## src/rtl/calc_pkg.sv

```systemverilog
// Shared encodings for the calculator core and the display decoder.
package calc_pkg;

    typedef enum logic [1:0] {
        OP_ADD = 2'd0,
        OP_SUB = 2'd1,
        OP_MUL = 2'd2,
        OP_DIV = 2'd3
    } op_t;

    typedef enum logic [2:0] {
        ST_IDLE = 3'd0,
        ST_EXEC = 3'd1,
        ST_DONE = 3'd2
    } state_t;

endpackage

```

## src/rtl/calc_edge_det.sv

```systemverilog
// Registered rising-edge detector; history resets high so a held input gives no event.
module calc_edge_det (
    input  logic clk,
    input  logic reset,
    input  logic sig,
    output logic rise
);

    logic cur;
    logic prev;

    always_ff @(posedge clk) begin
        if (reset) begin
            cur  <= 1'b1;
            prev <= 1'b1;
        end else begin
            cur  <= sig;
            prev <= cur;
        end
    end

    assign rise = cur & ~prev;

endmodule

```

## src/rtl/calc_seq_alu.sv

```systemverilog
// Multi-cycle calculator core: ADD/SUB in one step, shift-add MUL and restoring DIV.
module calc_seq_alu
    import calc_pkg::*;
#(
    parameter int WIDTH = 4
) (
    input  logic                 MAX10_CLK1_50,
    input  logic                 reset,
    input  logic                 op_next,
    input  logic                 start,
    input  logic [WIDTH-1:0]     a,
    input  logic [WIDTH-1:0]     b,
    output logic [1:0]           op_sel,
    output logic                 busy,
    output logic                 done,
    output logic [2*WIDTH-1:0]   result,
    output logic [WIDTH-1:0]     remainder,
    output logic                 carry,
    output logic                 div_by_zero,
    output logic [2:0]           cs
);

    localparam int CNT_W = $clog2(WIDTH + 1);

    state_t               state;
    state_t               state_nx;
    logic                 op_ev;
    logic                 start_ev;
    logic                 launch;
    logic                 short_op;
    logic                 exec_last;
    op_t                  op_q;
    logic [WIDTH-1:0]     a_q;
    logic [WIDTH-1:0]     b_q;
    logic [CNT_W-1:0]     cnt;
    logic [2*WIDTH-1:0]   work;
    logic [2*WIDTH-1:0]   work_step;
    logic [WIDTH:0]       add_sum;
    logic [WIDTH-1:0]     sub_diff;
    logic [WIDTH:0]       mul_sum;
    logic [WIDTH:0]       div_trial;

    calc_edge_det u_op_edge (
        .clk   (MAX10_CLK1_50),
        .reset (reset),
        .sig   (op_next),
        .rise  (op_ev)
    );

    calc_edge_det u_start_edge (
        .clk   (MAX10_CLK1_50),
        .reset (reset),
        .sig   (start),
        .rise  (start_ev)
    );

    assign launch    = start_ev && (state != ST_EXEC);
    assign short_op  = (op_q == OP_ADD) || (op_q == OP_SUB) || ((op_q == OP_DIV) && (b_q == '0));
    assign exec_last = (state == ST_EXEC) && (short_op || (cnt == CNT_W'(WIDTH - 1)));

    always_ff @(posedge MAX10_CLK1_50) begin
        if (reset) state <= ST_IDLE;
        else       state <= state_nx;
    end

    always_comb begin
        state_nx = state;
        case (state)
            ST_IDLE, ST_DONE: state_nx = start_ev ? ST_EXEC : ST_IDLE;
            ST_EXEC:          if (exec_last) state_nx = ST_DONE;
            default:          state_nx = ST_IDLE;
        endcase
    end

    // work holds {partial product, multiplier} for MUL and {remainder, quotient} for DIV.
    always_comb begin
        add_sum   = {1'b0, a_q} + {1'b0, b_q};
        sub_diff  = a_q - b_q;
        mul_sum   = {1'b0, work[2*WIDTH-1:WIDTH]} + (work[0] ? {1'b0, a_q} : '0);
        div_trial = {work[2*WIDTH-1:WIDTH], work[WIDTH-1]} - {1'b0, b_q};
        work_step = work;
        if (op_q == OP_MUL) begin
            work_step = {mul_sum, work[WIDTH-1:1]};
        end else if (op_q == OP_DIV) begin
            if (!div_trial[WIDTH]) work_step = {div_trial[WIDTH-1:0], work[WIDTH-2:0], 1'b1};
            else                   work_step = {work[2*WIDTH-2:0], 1'b0};
        end
    end

    always_ff @(posedge MAX10_CLK1_50) begin
        if (reset) begin
            op_sel      <= '0;
            op_q        <= OP_ADD;
            a_q         <= '0;
            b_q         <= '0;
            cnt         <= '0;
            work        <= '0;
            result      <= '0;
            remainder   <= '0;
            carry       <= 1'b0;
            div_by_zero <= 1'b0;
        end else begin
            if (op_ev && (state != ST_EXEC)) op_sel <= op_sel + 2'd1;

            if (launch) begin
                a_q  <= a;
                b_q  <= b;
                op_q <= op_t'(op_sel);
                cnt  <= '0;
                work <= (op_sel == OP_DIV) ? {{WIDTH{1'b0}}, a} : {{WIDTH{1'b0}}, b};
            end else if (state == ST_EXEC) begin
                work <= work_step;
                cnt  <= cnt + CNT_W'(1);
            end

            if (exec_last) begin
                remainder   <= '0;
                carry       <= 1'b0;
                div_by_zero <= 1'b0;
                case (op_q)
                    OP_ADD: begin
                        result <= {{(WIDTH-1){1'b0}}, add_sum};
                        carry  <= add_sum[WIDTH];
                    end
                    OP_SUB: begin
                        result <= {{WIDTH{1'b0}}, sub_diff};
                        carry  <= (a_q < b_q);
                    end
                    OP_MUL: result <= work_step;
                    default: begin
                        if (b_q == '0) begin
                            result      <= {{WIDTH{1'b0}}, {WIDTH{1'b1}}};
                            remainder   <= a_q;
                            div_by_zero <= 1'b1;
                        end else begin
                            result    <= {{WIDTH{1'b0}}, work_step[WIDTH-1:0]};
                            remainder <= work_step[2*WIDTH-1:WIDTH];
                        end
                    end
                endcase
            end
        end
    end

    assign busy = (state != ST_IDLE);
    assign done = (state == ST_DONE);
    assign cs   = state;

endmodule

```

## config.mk

```make
export PLATFORM = sky130hd
export DESIGN_NAME = calc_seq_alu
export DESIGN_NICKNAME = d
export VERILOG_FILES = /design/src/rtl/calc_pkg.sv /design/src/rtl/calc_edge_det.sv /design/src/rtl/calc_seq_alu.sv
export SDC_FILE = /design/constraint.sdc
export NUM_CORES = 1
export LEC_CHECK = 0
export ABC_CLOCK_PERIOD_IN_PS = 2200
export CORE_MARGIN = 5
export CORE_UTILIZATION = 55
export DETAILED_ROUTE_END_ITERATION = 8
export DONT_BUFFER_PORTS = 1
export PLACE_DENSITY = 0.71
export SLEW_MARGIN = 20
export SYNTH_ARGS = -nofsm -noshare
export SYNTH_HDL_FRONTEND = slang
export SYNTH_SLANG_ARGS = --single-unit
```

## constraint.sdc

```tcl
create_clock -name MAX10_CLK1_50 -period 2.2 [get_ports MAX10_CLK1_50]
set_input_delay 0.44 -clock MAX10_CLK1_50 [delete_from_list [all_inputs] [get_ports MAX10_CLK1_50]]
set_output_delay 0.44 -clock MAX10_CLK1_50 [all_outputs]
set_load 0.05 [all_outputs]
```

==> flow_summary.toml, run 1 <==
[sta]
relSlewSlack_pct = 57.28
worst_pin_slew_ns = 0.6384
fin_crit_ns = 2.105
fin_crit_sh_pct = 95.70
slew_viol_final = 0
finalHoldViolCount = 0
finClkSkew_ns = 0.004758
fmaxAchievable_mhz = 475.0
setup_viol = 0

[setup_path]
cp.arrival_ns = 2.33
r2r_slack_ns = 0.09
start_kind = "flop"
reg2reg_depth = 10
crit_required_ns = 2.42
crit_path_start = "work[3]"
cp-endpoint = "remainder[1]"
path_max_fanout = 6
crit_path_end_kind = "flop"
r2r-end = "remainder[1]"
crit_type = "reg2reg"
rr_startpoint = "work[3]"

[cells_and_area]
area_growth_pct = 10.73
postLayoutCoreUtil_pct = 62.33
drive_above_1_share_pct = 16.72
nets = 363
layout_commonest_cell = "nand2_1"
mostFrequentLayoutCells = "nand2_1 (42), dfxtp_1 (40), a21oi_1 (38)"
fill_cells = 446
fin_area_sq_um = 2944
diodes = 0

[synth]
synth_cells = 316
synth_ff_type = "dfxtp_1"
synth_edf_count = 0
yosys_warnings = 0
synth_nets = 351
synth_seq_cells = 43
synth_top_cell_area_share_pct = 32.38
async_flop_share_pct = 0
yosysTopAreaCell = "dfxtp_1"
yosysSeqAreaShare_pct = 32.38
avgSynthCellArea_sq_um = 8.414
synth_cell_types = 49
synth_area_sq_um = 2659
synth_area_leaders = "dfxtp_1 (32%), ha_1 (8.9%), a21oi_1 (7.2%)"

[global_route]
grt_max_degree = 44
grt_pass1_vias = 2143
grtUsageMet1_pct = 28.32
met3_usage_pct = 4.402
grt_overflow_total = 0
grt.busiest_layer = "met2"
grt_usage_pct = 21.64
antenna_found_initial = 0
grt_pass1_wl_mm = 10.74
grt_use_met2_pct = 35.48

[route]
wl_per_cell_um = 16.35
route.detailed.drc = 0
drt-total-wl_mm = 6.476
ant_nets = 0
drtIter0Drc = 92
vias = 2272
dr.pass1.iters = 4
via_per_inst = 5.737

[flow_run]
cap_viol_max_count = 0

[floorplanning]
start_util_pct = 56.29
die-area_sq_um = 6325
dieWidth_um = 79.53
rows = 25
pin_count = 33
core_sq_um = 4723
die_h_um = 79.53

[run_status]
status = "complete, no violations"

[cts]
clk_latency_ns = 0.30
clk_root_buffer_cell = "clkbuf_8"
htreeDepth = 2
numCtsBuffers = 5
cts.hold.buffers_added = 0
cts.sinks = 43
cts_buffer_depth = 2
cts.clk_slew.worst_paths_ns = 0.09
cts_tree = "yes"

[worst_hold_path]
hold_class = "in2reg"

[power]
leakage_uw = 0.001127
cellPowerDensity_nw_per_um2 = 509.1
power.total_uw = 1499
ir_worst_vdd_uv = 420.6

[placement]
dpl.hpwl_mm = 4.904
placed_area_sq_um = 2823
gp_congestion = 0.9250
port-buffer-count = 0
[cells in the mapped netlist (7+ instances only)]
library cell and instances:
dfxtp_1 43, nand2_1 42, a21oi_1 38, nor2_1 28, ha_1 19, inv_1 15
o211ai_1 12, mux2i_1 11, clkbuf_1 10, o21ai_0 8, buf_2 7
[state kept, by name, indices dropped and copies added (netlist names)]
register / cells
u_op_edge.prev: 1
a_q: 4
op_sel: 2
carry: 1
work: 8
cs: 2
div_by_zero: 1
result: 8
cnt: 3
u_start_edge.cur: 1
b_q: 4
remainder: 4
u_op_edge.cur: 1
u_start_edge.prev: 1
op_q: 2
[power by group]
part	internal, uW	total (uW)	switching [uW]	leakage (uW)
Sequential	795	821	25.8	0.000350
Clock	222	503	281	0.0000412
Combinational	74.1	174	100	0.000736
[logic make-up (layout without fill, tap and decap cells)]
family | count (synthesis) | in the layout | share of synthesized area [%]
flops | 43 | 43 | 32.38
compound gates | 90 | 90 | 21.93
simple gates | 105 | 105 | 19.58
mux | 12 | 12 | 5.130
other cells | 1 | 1 | 0.1410
fa+ha+maj | 23 | 23 | 11.95
buf+inv | 34 | 47 | 5.553
xor+xnor | 8 | 8 | 3.341
[layout make-up]
class | instances | area, sq um | share of cell area, %
Clock buffer | 6 | 72.57 | 2.465
Tap cell | 67 | 83.83 | 2.847
Multi-Input combinational cell | 239 | 1674 | 56.86
Sequential cell | 43 | 864.6 | 29.37
Timing Repair Buffer | 24 | 180.2 | 6.120
Clock inverter | 2 | 12.51 | 0.4250
Inverter | 15 | 56.30 | 1.912
[critical path, cell delays in order, from the launching register on]
cell and delay [ns]:
dfxtp_2 0.33, inv_2 0.06, ha_4 0.12, inv_2 0.04, fa_2 0.34, a21o_1 0.20
a21oi_4 0.23, xnor2_4 0.19, mux2i_2 0.30, a2111oi_2 0.06, o31ai_2 0.17
[metrics by stage]
step	instances	worst slack, ns	setup TNS, ns	hold slack, ns
2_1_floorplan	316	0.01320	0	0.4082
3_3_place_gp	386	0.03147	0	0.4181
3_5_place_dp	386	-0.05893	-0.09401	0.4303
4_1_cts	394	0.04411	0	0.2010
5_1_grt	396	-0.003933	-0.003933	0.1913
6_report	396	0.09468	0	0.2054
[worst min-delay path by stage]
stage,from,end,slack (ns),cells past startpoint
floorplan,u_op_edge.cur,u_op_edge.prev,0.41,1
global placement,u_op_edge.cur,u_op_edge.prev,0.42,1
detailed placement,u_op_edge.cur,u_op_edge.prev,0.43,1
CTS,reset,cs[0],0.20,1
global route,reset,op_q[1],0.19,1
finish,reset,op_sel[1],0.21,1
[what timing repair did]
action | 4_1_cts | 5_1_grt
setup endpoints to repair | 2 | 8
gates cloned | 0 | 0
endpoints found under the hold margin | 0 | 0
pin swaps | 2 | 4
resized for setup | 2 | 7
setup buffers | 0 | 2
[routing by layer]
layer,vias up,part of all wire [%],wire length (um)
met4,0,1.8,115
met2,65,47,3030
met1,1070,46,2951
met5,-,0,0
met3,11,5.8,378
li1,1126,-,-
No activity file was read; power rests on OpenSTA's default activity.
==> run 2: changes to the inputs <==
PLACE_DENSITY = not set   (was 0.71)
PLACE_DENSITY_LB_ADDON = 0.25   (was not set)
==> flow_summary.toml, run 2 (synthesized netlist as in run 1, its figures left out) <==
[setup_path]
path_max_fanout = 5
critPathTopFamily = "compound AO/OA/AOI/OAI gates"
reg2reg_depth = 10
crit_path_end_kind = "flop"
r2r_slack_ns = 0.01
crit_path_max_incr_delay_ns = 0.37
crit_required_ns = 2.43
crit_type = "reg2reg"
start_kind = "flop"
cp.arrival_ns = 2.42
r2r-end = "remainder[1]"
critical_path_buf_inv_count = 2
cp_slowest_cell = "fa_2"
rr_startpoint = "work[3]"
path_cells = "inv_2, ha_4, inv_4, fa_2, a21o_1, a21oi_4, xnor2_4, mux2i_2, a2111oi_2, o31ai_2"

[sta]
setup_viol = 0
fin_crit_sh_pct = 99.51
rsz0062_at_grt = "yes"
worst_pin_slew_ns = 0.6564
relSlewSlack_pct = 56.08
slew_viol_final = 0
fin_hold_ws_ns = 0.1952
finalHoldViolCount = 0
fin_crit_ns = 2.189
fmaxAchievable_mhz = 456.8
finClkSkew_ns = 0.009852

[route]
ant_nets = 0
drtIter0Drc = 236
vias = 2311
route.detailed.drc = 0
dr.pass1.iters = 5
wl_per_cell_um = 16.85
drt-total-wl_mm = 6.708
via_per_inst = 5.807

[cells_and_area]
drive_above_1_share_pct = 18.73
final_cells = 398
fill_cells = 415
reg.largest.list = "result (8), work (8)"
area_growth_pct = 13.04
mostFrequentLayoutCells = "nand2_1 (42), a21oi_1 (38), dfxtp_1 (38)"
layout_commonest_cell = "nand2_1"
nets = 365
multiInputGateArea_sq_um = 1684
area.sequential_sq_um = 867.1
diodes = 0

[cts]
cts.clk_slew.worst_paths_ns = 0.09
cts_buffer_depth = 2
cts.sinks = 43
numCtsBuffers = 5
clk_root_buffer_cell = "clkbuf_8"
cts_tree = "yes"
htreeDepth = 2
clk_latency_ns = 0.30

[floorplanning]
die-area_sq_um = 6325
core_sq_um = 4723
start_util_pct = 56.29
rows = 25
pin_count = 33
die_h_um = 79.53
dieWidth_um = 79.53

[power]
leakage_uw = 0.001161
power.total_uw = 1639
cellPowerDensity_nw_per_um2 = 545.4
ir_worst_vdd_uv = 513.5

[global_route]
antenna_found_initial = 0
grt_max_degree = 44
grt_usage_pct = 22.56
grt_overflow_total = 0
grt_pass1_wl_mm = 11.16
grt_pass1_vias = 2279

[flow_run]
cap_viol_max_count = 0

[placement]
dpl.hpwl_mm = 4.917
placed_cells = 386
gp_congestion = 0.8603
port-buffer-count = 0

[worst_hold_path]
hold_class = "in2reg"
worstHoldStart = "reset"
hold_path_depth = 1
min_to = "b_q[1]"

[run_status]
status = "complete, no violations"
-- run 2: worst max-delay path by stage --
stage	startpoint	to	cells past startpoint
4_1_cts	work[3]	work[5]	10
3_5_place_dp	work[3]	work[5]	10
5_1_grt	work[3]	work[5]	10
3_3_place_gp	work[3]	work[5]	10
2_1_floorplan	b_q[0]	remainder[1]	9
6_report	work[3]	remainder[1]	10
-- run 2: routing by layer --
metal | wire length (um) | vias up | track usage, %
met2 | 3199 | 94 | 36.39
met4 | 159 | 0 | 8.763
met5 | 0 | - | 0
met3 | 493 | 14 | 6.433
met1 | 2856 | 1074 | 28.34
li1 | - | 1129 | -
-- run 2: metrics by stage --
stage          cell area [sq um]  util, %  setup WS, ns  TNS [ns]
2_1_floorplan               2665        -       0.01320         0
3_3_place_gp                2823    59.76       0.02542         0
3_5_place_dp                2823    59.76      -0.03857  -0.04530
4_1_cts                     2949    62.44      0.001867         0
5_1_grt                     3005    63.63      -0.08463   -0.2277
6_report                    3005    63.63       0.01080         0
-- run 2: repair_timing --
item / CTS / global route
cloned: 0 / 0
pin swaps: 2 / 8
buffers inserted: 1 / 3
setup endpoints to repair: 3 / 9
hold buffers: 0 / 0
gates resized for setup: 2 / 13
-- run 2: cell type report --
| cell class | instances | share of cell area [%] |
|---|---|---|
| clock buffer | 5 | 2.290 |
| clock inverter | 3 | 1.457 |
| inverter | 15 | 1.957 |
| multi-input combinational | 239 | 56.04 |
| sequential | 43 | 28.85 |
| tap | 67 | 2.789 |
| timing repair buffer | 26 | 6.619 |
-- run 2: where the power goes --
| part | leakage (uW) | switching, uW | internal (uW) |
|---|---|---|---|
| sequential | 0.000351 | 24.9 | 795 |
| clock | 0.0000581 | 298 | 339 |
| combinational | 0.000752 | 105 | 77.5 |
-- run 2: worst register-to-register path, delay by kind of cell, from the launching register on --
kind                     cells  cell delay (ns)
buffers and inverters        2             0.11
multiplexers                 1             0.31
flip-flops                   1             0.33
XOR/XNOR                     1             0.19
adder cells (fa/ha/maj)      2             0.51
AO/OA/AOI/OAI                4             0.67
